[config.mk]
export PLATFORM = sky130hd
export DESIGN_NAME = display_signal_runtime_flat
export DESIGN_NICKNAME = d
export VERILOG_FILES = /design/src/rtl/display_signal_runtime_if.sv /design/src/rtl/display_signal_runtime.sv /design/src/flat_wrapper.sv
export SDC_FILE = /design/constraint.sdc
export NUM_CORES = 1
export LEC_CHECK = 0
export ABC_AREA = 1
export ABC_CLOCK_PERIOD_IN_PS = 10200
export CORE_MARGIN = 3
export CORE_UTILIZATION = 40
export CTS_CLUSTER_SIZE = 20
export DETAILED_ROUTE_END_ITERATION = 8
export PLACE_DENSITY_LB_ADDON = 0.2
export SYNTH_ARGS = -nofsm -noshare
export SYNTH_HDL_FRONTEND = slang
export SYNTH_SLANG_ARGS = --single-unit
[constraint.sdc]
create_clock -name i_pixel_clk -period 10.2 [get_ports i_pixel_clk]
set_input_delay 1.53 -clock i_pixel_clk [delete_from_list [all_inputs] [get_ports i_pixel_clk]]
set_output_delay 1.53 -clock i_pixel_clk [all_outputs]
set_load 0.1 [all_outputs]
[src/rtl/display_signal_runtime_if.sv]
// Timing-generator bus: run-time mode request in, pixel timing and status out.
// The master side programs modes and consumes pixels; the slave side is the generator.
interface display_signal_runtime_if #(
  parameter int W = 13
);
  logic         i_cfg_load;
  logic [W-1:0] i_h_res;
  logic [W-1:0] i_h_fp;
  logic [W-1:0] i_h_sync;
  logic [W-1:0] i_h_bp;
  logic [W-1:0] i_v_res;
  logic [W-1:0] i_v_fp;
  logic [W-1:0] i_v_sync;
  logic [W-1:0] i_v_bp;
  logic         i_h_pol;
  logic         i_v_pol;
  logic [2:0]   o_hve;
  logic [W-1:0] o_x;
  logic [W-1:0] o_y;
  logic         o_line_start;
  logic         o_frame_start;
  logic [15:0]  o_frame_count;
  logic         o_cfg_pending;
  logic         o_cfg_error;
  logic         o_dbg_state;

  // i_cfg_load is a single-cycle strobe with no ready: every load is either
  // accepted (shadowed or applied) or rejected with an o_cfg_error pulse.
  modport master (
    output i_cfg_load, i_h_res, i_h_fp, i_h_sync, i_h_bp,
           i_v_res, i_v_fp, i_v_sync, i_v_bp, i_h_pol, i_v_pol,
    input  o_hve, o_x, o_y, o_line_start, o_frame_start, o_frame_count,
           o_cfg_pending, o_cfg_error, o_dbg_state
  );

  modport slave (
    input  i_cfg_load, i_h_res, i_h_fp, i_h_sync, i_h_bp,
           i_v_res, i_v_fp, i_v_sync, i_v_bp, i_h_pol, i_v_pol,
    output o_hve, o_x, o_y, o_line_start, o_frame_start, o_frame_count,
           o_cfg_pending, o_cfg_error, o_dbg_state
  );
endinterface

[src/rtl/display_signal_runtime.sv]
// Run-time reprogrammable video timing generator: mode changes land only on frame
// boundaries; outputs are registered and describe the same pixel.
module display_signal_runtime #(
  parameter int W          = 13,
  parameter int RST_H_RES  = 1024,
  parameter int RST_H_FP   = 48,
  parameter int RST_H_SYNC = 32,
  parameter int RST_H_BP   = 80,
  parameter int RST_V_RES  = 768,
  parameter int RST_V_FP   = 3,
  parameter int RST_V_SYNC = 4,
  parameter int RST_V_BP   = 19,
  parameter bit RST_H_POL  = 1'b1,
  parameter bit RST_V_POL  = 1'b0
) (
  input logic                     i_pixel_clk,
  input logic                     i_reset,
  display_signal_runtime_if.slave bus
);

  typedef struct packed {
    logic [W-1:0] h_res;
    logic [W-1:0] h_fp;
    logic [W-1:0] h_sync;
    logic [W-1:0] h_bp;
    logic [W-1:0] v_res;
    logic [W-1:0] v_fp;
    logic [W-1:0] v_sync;
    logic [W-1:0] v_bp;
    logic         h_pol;
    logic         v_pol;
  } timing_t;

  typedef enum logic {ST_IDLE = 1'b0, ST_RUN = 1'b1} state_t;

  localparam timing_t RST_TIMING = '{
    h_res: W'(RST_H_RES), h_fp: W'(RST_H_FP), h_sync: W'(RST_H_SYNC), h_bp: W'(RST_H_BP),
    v_res: W'(RST_V_RES), v_fp: W'(RST_V_FP), v_sync: W'(RST_V_SYNC), v_bp: W'(RST_V_BP),
    h_pol: RST_H_POL, v_pol: RST_V_POL
  };
  localparam logic [W+1:0] MAX_TOTAL = (W+2)'((1 << W) - 1);

  state_t       r_state;
  state_t       w_state_nxt;
  logic         w_running;
  timing_t      r_act;
  timing_t      r_shadow;
  logic         r_pending;
  logic [W-1:0] r_h;
  logic [W-1:0] r_v;
  timing_t      w_req;
  timing_t      w_act_nxt;
  logic [W+1:0] w_req_h_tot;
  logic [W+1:0] w_req_v_tot;
  logic         w_req_ok;
  logic         w_load_ok;
  logic         w_load_bad;
  logic [W-1:0] w_h_tot;
  logic [W-1:0] w_v_tot;
  logic         w_h_last;
  logic         w_v_last;
  logic         w_frame_end;
  logic [W-1:0] w_nh;
  logic [W-1:0] w_nv;
  logic         w_de;
  logic         w_hs_act;
  logic         w_vs_act;

  // Idle only for the first edge after reset, so that edge presents pixel (0,0).
  always_ff @(posedge i_pixel_clk or posedge i_reset) begin
    if (i_reset) r_state <= ST_IDLE;
    else         r_state <= w_state_nxt;
  end

  always_comb begin
    w_state_nxt = r_state;
    case (r_state)
      ST_IDLE: w_state_nxt = ST_RUN;
      ST_RUN:  w_state_nxt = ST_RUN;
      default: w_state_nxt = ST_IDLE;
    endcase
  end

  always_comb begin
    w_running = (r_state == ST_RUN);
  end

  assign w_req = '{
    h_res: bus.i_h_res, h_fp: bus.i_h_fp, h_sync: bus.i_h_sync, h_bp: bus.i_h_bp,
    v_res: bus.i_v_res, v_fp: bus.i_v_fp, v_sync: bus.i_v_sync, v_bp: bus.i_v_bp,
    h_pol: bus.i_h_pol, v_pol: bus.i_v_pol
  };

  // Totals are formed two bits wider so an oversized request cannot wrap into range.
  assign w_req_h_tot = (W+2)'(w_req.h_res) + (W+2)'(w_req.h_fp)
                     + (W+2)'(w_req.h_sync) + (W+2)'(w_req.h_bp);
  assign w_req_v_tot = (W+2)'(w_req.v_res) + (W+2)'(w_req.v_fp)
                     + (W+2)'(w_req.v_sync) + (W+2)'(w_req.v_bp);
  assign w_req_ok    = (w_req.h_res != '0) && (w_req.h_sync != '0)
                    && (w_req.v_res != '0) && (w_req.v_sync != '0)
                    && (w_req_h_tot <= MAX_TOTAL) && (w_req_v_tot <= MAX_TOTAL);
  assign w_load_ok   = bus.i_cfg_load && w_req_ok;
  assign w_load_bad  = bus.i_cfg_load && !w_req_ok;

  assign w_h_tot     = r_act.h_res + r_act.h_fp + r_act.h_sync + r_act.h_bp;
  assign w_v_tot     = r_act.v_res + r_act.v_fp + r_act.v_sync + r_act.v_bp;
  assign w_h_last    = (r_h == w_h_tot - W'(1));
  assign w_v_last    = (r_v == w_v_tot - W'(1));
  assign w_frame_end = w_running && w_h_last && w_v_last;

  always_comb begin
    w_act_nxt = r_act;
    if (w_frame_end) begin
      if (w_load_ok)      w_act_nxt = w_req;
      else if (r_pending) w_act_nxt = r_shadow;
    end
  end

  always_comb begin
    w_nh = '0;
    w_nv = '0;
    if (w_running) begin
      if (w_h_last) begin
        w_nh = '0;
        w_nv = w_v_last ? '0 : r_v + W'(1);
      end else begin
        w_nh = r_h + W'(1);
        w_nv = r_v;
      end
    end
  end

  // Decode the upcoming pixel against the timing that will be in force for it.
  assign w_de     = (w_nh < w_act_nxt.h_res) && (w_nv < w_act_nxt.v_res);
  assign w_hs_act = (w_nh >= w_act_nxt.h_res + w_act_nxt.h_fp)
                 && (w_nh <  w_act_nxt.h_res + w_act_nxt.h_fp + w_act_nxt.h_sync);
  assign w_vs_act = (w_nv >= w_act_nxt.v_res + w_act_nxt.v_fp)
                 && (w_nv <  w_act_nxt.v_res + w_act_nxt.v_fp + w_act_nxt.v_sync);

  always_ff @(posedge i_pixel_clk or posedge i_reset) begin
    if (i_reset) begin
      r_act             <= RST_TIMING;
      r_shadow          <= RST_TIMING;
      r_pending         <= 1'b0;
      r_h               <= '0;
      r_v               <= '0;
      bus.o_hve         <= {1'b0, ~RST_V_POL, ~RST_H_POL};
      bus.o_line_start  <= 1'b0;
      bus.o_frame_start <= 1'b0;
      bus.o_frame_count <= '0;
      bus.o_cfg_error   <= 1'b0;
    end else begin
      r_act             <= w_act_nxt;
      r_h               <= w_nh;
      r_v               <= w_nv;
      bus.o_hve         <= {w_de,
                            w_vs_act ? w_act_nxt.v_pol : ~w_act_nxt.v_pol,
                            w_hs_act ? w_act_nxt.h_pol : ~w_act_nxt.h_pol};
      bus.o_line_start  <= (w_nh == '0);
      bus.o_frame_start <= (w_nh == '0) && (w_nv == '0);
      bus.o_cfg_error   <= w_load_bad;
      if (w_frame_end) begin
        bus.o_frame_count <= bus.o_frame_count + 16'd1;
        r_pending         <= 1'b0;
      end else if (w_load_ok) begin
        r_shadow          <= w_req;
        r_pending         <= 1'b1;
      end
    end
  end

  assign bus.o_x           = r_h;
  assign bus.o_y           = r_v;
  assign bus.o_cfg_pending = r_pending;
  assign bus.o_dbg_state   = r_state;

endmodule

[src/flat_wrapper.sv]
// flat-port wrapper written by rule: the top's interface ports become plain ports
module display_signal_runtime_flat 
#(
  parameter int W          = 13,
  parameter int RST_H_RES  = 1024,
  parameter int RST_H_FP   = 48,
  parameter int RST_H_SYNC = 32,
  parameter int RST_H_BP   = 80,
  parameter int RST_V_RES  = 768,
  parameter int RST_V_FP   = 3,
  parameter int RST_V_SYNC = 4,
  parameter int RST_V_BP   = 19,
  parameter bit RST_H_POL  = 1'b1,
  parameter bit RST_V_POL  = 1'b0
)
  (i_pixel_clk, i_reset, bus_i_cfg_load, bus_i_h_res, bus_i_h_fp, bus_i_h_sync, bus_i_h_bp, bus_i_v_res, bus_i_v_fp, bus_i_v_sync, bus_i_v_bp, bus_i_h_pol, bus_i_v_pol, bus_o_hve, bus_o_x, bus_o_y, bus_o_line_start, bus_o_frame_start, bus_o_frame_count, bus_o_cfg_pending, bus_o_cfg_error, bus_o_dbg_state);
  display_signal_runtime_if #(.W(W)) bus_i ();
  input logic i_pixel_clk;
  input logic i_reset;
  input wire logic [$bits(bus_i.i_cfg_load)-1:0] bus_i_cfg_load;
  input wire logic [$bits(bus_i.i_h_res)-1:0] bus_i_h_res;
  input wire logic [$bits(bus_i.i_h_fp)-1:0] bus_i_h_fp;
  input wire logic [$bits(bus_i.i_h_sync)-1:0] bus_i_h_sync;
  input wire logic [$bits(bus_i.i_h_bp)-1:0] bus_i_h_bp;
  input wire logic [$bits(bus_i.i_v_res)-1:0] bus_i_v_res;
  input wire logic [$bits(bus_i.i_v_fp)-1:0] bus_i_v_fp;
  input wire logic [$bits(bus_i.i_v_sync)-1:0] bus_i_v_sync;
  input wire logic [$bits(bus_i.i_v_bp)-1:0] bus_i_v_bp;
  input wire logic [$bits(bus_i.i_h_pol)-1:0] bus_i_h_pol;
  input wire logic [$bits(bus_i.i_v_pol)-1:0] bus_i_v_pol;
  output wire logic [$bits(bus_i.o_hve)-1:0] bus_o_hve;
  output wire logic [$bits(bus_i.o_x)-1:0] bus_o_x;
  output wire logic [$bits(bus_i.o_y)-1:0] bus_o_y;
  output wire logic [$bits(bus_i.o_line_start)-1:0] bus_o_line_start;
  output wire logic [$bits(bus_i.o_frame_start)-1:0] bus_o_frame_start;
  output wire logic [$bits(bus_i.o_frame_count)-1:0] bus_o_frame_count;
  output wire logic [$bits(bus_i.o_cfg_pending)-1:0] bus_o_cfg_pending;
  output wire logic [$bits(bus_i.o_cfg_error)-1:0] bus_o_cfg_error;
  output wire logic [$bits(bus_i.o_dbg_state)-1:0] bus_o_dbg_state;
  assign bus_i.i_cfg_load = bus_i_cfg_load;
  assign bus_i.i_h_res = bus_i_h_res;
  assign bus_i.i_h_fp = bus_i_h_fp;
  assign bus_i.i_h_sync = bus_i_h_sync;
  assign bus_i.i_h_bp = bus_i_h_bp;
  assign bus_i.i_v_res = bus_i_v_res;
  assign bus_i.i_v_fp = bus_i_v_fp;
  assign bus_i.i_v_sync = bus_i_v_sync;
  assign bus_i.i_v_bp = bus_i_v_bp;
  assign bus_i.i_h_pol = bus_i_h_pol;
  assign bus_i.i_v_pol = bus_i_v_pol;
  assign bus_o_hve = bus_i.o_hve;
  assign bus_o_x = bus_i.o_x;
  assign bus_o_y = bus_i.o_y;
  assign bus_o_line_start = bus_i.o_line_start;
  assign bus_o_frame_start = bus_i.o_frame_start;
  assign bus_o_frame_count = bus_i.o_frame_count;
  assign bus_o_cfg_pending = bus_i.o_cfg_pending;
  assign bus_o_cfg_error = bus_i.o_cfg_error;
  assign bus_o_dbg_state = bus_i.o_dbg_state;
  display_signal_runtime #(.W(W), .RST_H_RES(RST_H_RES), .RST_H_FP(RST_H_FP), .RST_H_SYNC(RST_H_SYNC), .RST_H_BP(RST_H_BP), .RST_V_RES(RST_V_RES), .RST_V_FP(RST_V_FP), .RST_V_SYNC(RST_V_SYNC), .RST_V_BP(RST_V_BP), .RST_H_POL(RST_H_POL), .RST_V_POL(RST_V_POL)) u_core (.i_pixel_clk(i_pixel_clk), .i_reset(i_reset), .bus(bus_i));
endmodule
==> impl_metrics.toml <==
[drt]
drc = 0
drt_iter0_drc = 1710
drt-pass1-iter-count = 6
viasPerCell = 5.12
drt-total-wl_um = 71400
wl_per_cell_um = 17.4
ant_nets = 0
num_vias = 21000

[flow_run]
cap_violations = 0

[synthesis]
yosysWarnings = 0
yosys.area_share.simple = 0.212
synth_area_leader_cell = "dfrtp_1"
async_flop_share = 1.00
ys_ff_latch = 262
yosys.area_share.xor_xnor = 0.0398
synth_mux_area_frac = 0.0119
synth.top_cell.area_share = 0.254
synth_compound_area_frac = 0.142
synth_edf_count = 0
synthesis.nets = 3478
yosysSeqAreaShare = 0.289
syn_inst = 3060
ys_top_cells_by_area = "dfrtp_1, ha_1, nand2_1"
synth_top_family_by_area = "simple AND/OR/NAND/NOR gates"
synthFlopType = "dfrtp_1"
synth_cell_types = 55
syn_area_mm2 = 0.0228
syn_area_per_cell_um2 = 7.45
synth_adder_area_share = 0.196

[critical_path]
reg2reg_from = "u_core.r_act[3]"
arrival_ps = 9940
crit_slowest_cell = "clkdlybuf4s50_1"
reg2reg_depth = 54
r2r_end = "u_core.bus.o_hve[0]"
cpMostUsedCell = "nand2_1"
worstPathRequired_ps = 10680
ff2ff_setup_slack_ps = 1390
crit_path_end_kind = "register"
crit_fanout = 11
max_stage_delay_ps = 490
start_kind = "input pin"
crit_type = "in2reg"

[global_routing]
use_met1 = 0.367
grt_usage = 0.237
grt-busiest-layer = "met1"
first_global_vias = 20300
grt.overflow.total = 0
antenna_found_initial = 3
grt_max_degree = 143
gr-usage-met3 = 0.0326
grt_pass1_wl_um = 112000
grt_util_met2 = 0.344

[power_and_ir_drop]
clock_power_share = 0.316
p_sw_mw = 1.40
p_per_area_mw_per_mm2 = 142
p_sw_frac = 0.357
intPower_mw = 2.52
pwr-share-comb = 0.335
vdd_ir_drop_max_mv = 0.117
power_leakage_nw = 14.1
p_seq_frac = 0.349

[sta]
fin_crit_sh = 0.928
finalWorstSetupSlack_ps = 738
drv_slew = 0
finalSetupTns_ps = 0
min_period_ps = 9460
tightest_slew_ps = 1090
maxSlewHeadroom = 0.274
clock.fmax_mhz = 106
skew_ps = 27.4
setup_viol = 0
finalHoldViolCount = 0

[layout]
layout_commonest_cell = "nand2_1"
post-route-util = 0.495
final_cell_mix = "nand2_1, inv_1, o21ai_0"
syn_to_final_growth_pct = 21.0
drive_above_1_share = 0.103
fin_nets = 3747

[clocking]
cts_sinks = 262
cts-root-buf = "clkbuf_16"
clk_latency_ps = 560
numCtsBuffers = 35
worst_setup_hold_path_clk_slew_ps = 60
clock_path_buffers = 3
cts_hold_repair.buffers = 0
cts_tree = "built"
cts_max_level = 2

[run_status]
status = "finished, final reports clean"

[die]
die_area_mm2 = 0.0599
rows = 86
ioPinCount = 159
start_util = 0.409
core_area_mm2 = 0.0557
die_y_um = 245
die_w_um = 245

[hold_path]
hold_class = "reg2reg"
hold_depth = 1
hp-start = "u_core.bus.o_frame_count[15]"
hold_end = "u_core.bus.o_frame_count[15]"

[placed_design]
dpl.hpwl_um = 56400
io_buffers = 158
place_ws_ps = -242
globalplace.congestion = 0.931
metrics by stage:
stage / instances / hold WS (ps) / instance area [um2] / power [mW]
after floorplan: 3060 / 453 / 22800 / 2.30
after global placement: 4031 / 460 / 26100 / 2.62
after detailed placement: 4031 / 469 / 26100 / 2.65
after CTS: 4095 / 478 / 27200 / 3.91
after global routing: 4104 / 501 / 27600 / 4.20
final: 4105 / 471 / 27600 / 3.92
worst max path at each step:
stage,start,end,slack (ps),cells after the start
final,bus_i_h_res[0],u_core.bus.o_hve[1],740,61
after floorplan,bus_i_h_fp[0],u_core.bus.o_hve[0],880,60
after CTS,bus_i_h_fp[0],u_core.bus.o_hve[0],320,61
after global routing,bus_i_h_res[0],u_core.bus.o_hve[0],-10,64
after detailed placement,bus_i_h_fp[0],u_core.bus.o_hve[0],-240,61
after global placement,bus_i_h_fp[0],u_core.bus.o_hve[0],-100,61
cell usage after synthesis (24+ instances only):
cell / number
o21ai_0: 312
a21oi_1: 121
nor2_1: 199
ha_1: 229
nand3_1: 158
a31oi_1: 31
clkbuf_1: 59
o21a_1: 28
dfstp_2: 31
nand4_1: 33
fa_1: 80
xnor2_1: 31
o211ai_1: 46
inv_1: 535
nand2_1: 695
xor2_1: 70
mux2_2: 24
dfrtp_1: 231
kinds of logic (layout without fill, tap and decap cells):
group / Yosys count / in the layout
AO/OA/AOI/OAI: 577 / 577
flip-flops: 262 / 262
multiplexers: 24 / 24
XOR/XNOR: 102 / 102
other: 1 / 2
buffers and inverters: 636 / 931
AND/OR/NAND/NOR: 1149 / 1150
adder cells (fa/ha/maj): 309 / 309
routing by layer:
metal,up-vias,part of all wire
li1,10400,-
met1,9970,0.50
met2,544,0.41
met3,87,0.058
met4,0,0.025
met5,-,0
sequential cells by signal, indices dropped and copies added, names as in the netlist:
signal                    cells
u_core.bus.o_cfg_error        1
u_core.bus.o_cfg_pending      1
u_core.bus.o_dbg_state        1
u_core.bus.o_frame_count     16
u_core.bus.o_frame_start      1
u_core.bus.o_hve              3
u_core.bus.o_line_start       1
u_core.bus.o_x               13
u_core.bus.o_y               13
u_core.r_act                106
u_core.r_shadow             106
repair_timing:
action                                  CTS  global route
buffers inserted                          0             5
gates resized for setup                   0            59
endpoints found under the setup margin    0             2
power by group through the flow:
stage | Sequential [mW] | Clock (mW) | Combinational, mW
2_1_floorplan | 1.38 | 0 | 0.919
3_3_place_gp | 1.38 | 0 | 1.24
3_5_place_dp | 1.38 | 0 | 1.26
4_1_cts | 1.37 | 1.27 | 1.27
5_1_grt | 1.39 | 1.31 | 1.50
6_report | 1.37 | 1.24 | 1.31
critical path, delay by kind of cell:
kind | cells | cell delay (ps)
buf+inv | 10 | 1250
compound gates | 11 | 1460
fa+ha+maj | 8 | 2550
simple gates | 30 | 2760
xor+xnor | 2 | 350
layout make-up:
cell class                      count  area (um2)
Timing Repair Buffer              325        2960
Multi-Input combinational cell   2163       13900
Inverter                          542        2040
Fill cell                        5549       28200
Antenna cell                        1        2.50
Sequential cell                   262        6600
Clock inverter                     14         138
Tap cell                          748         936
Clock buffer                       50         982
No activity file was read; power rests on OpenSTA's default activity.
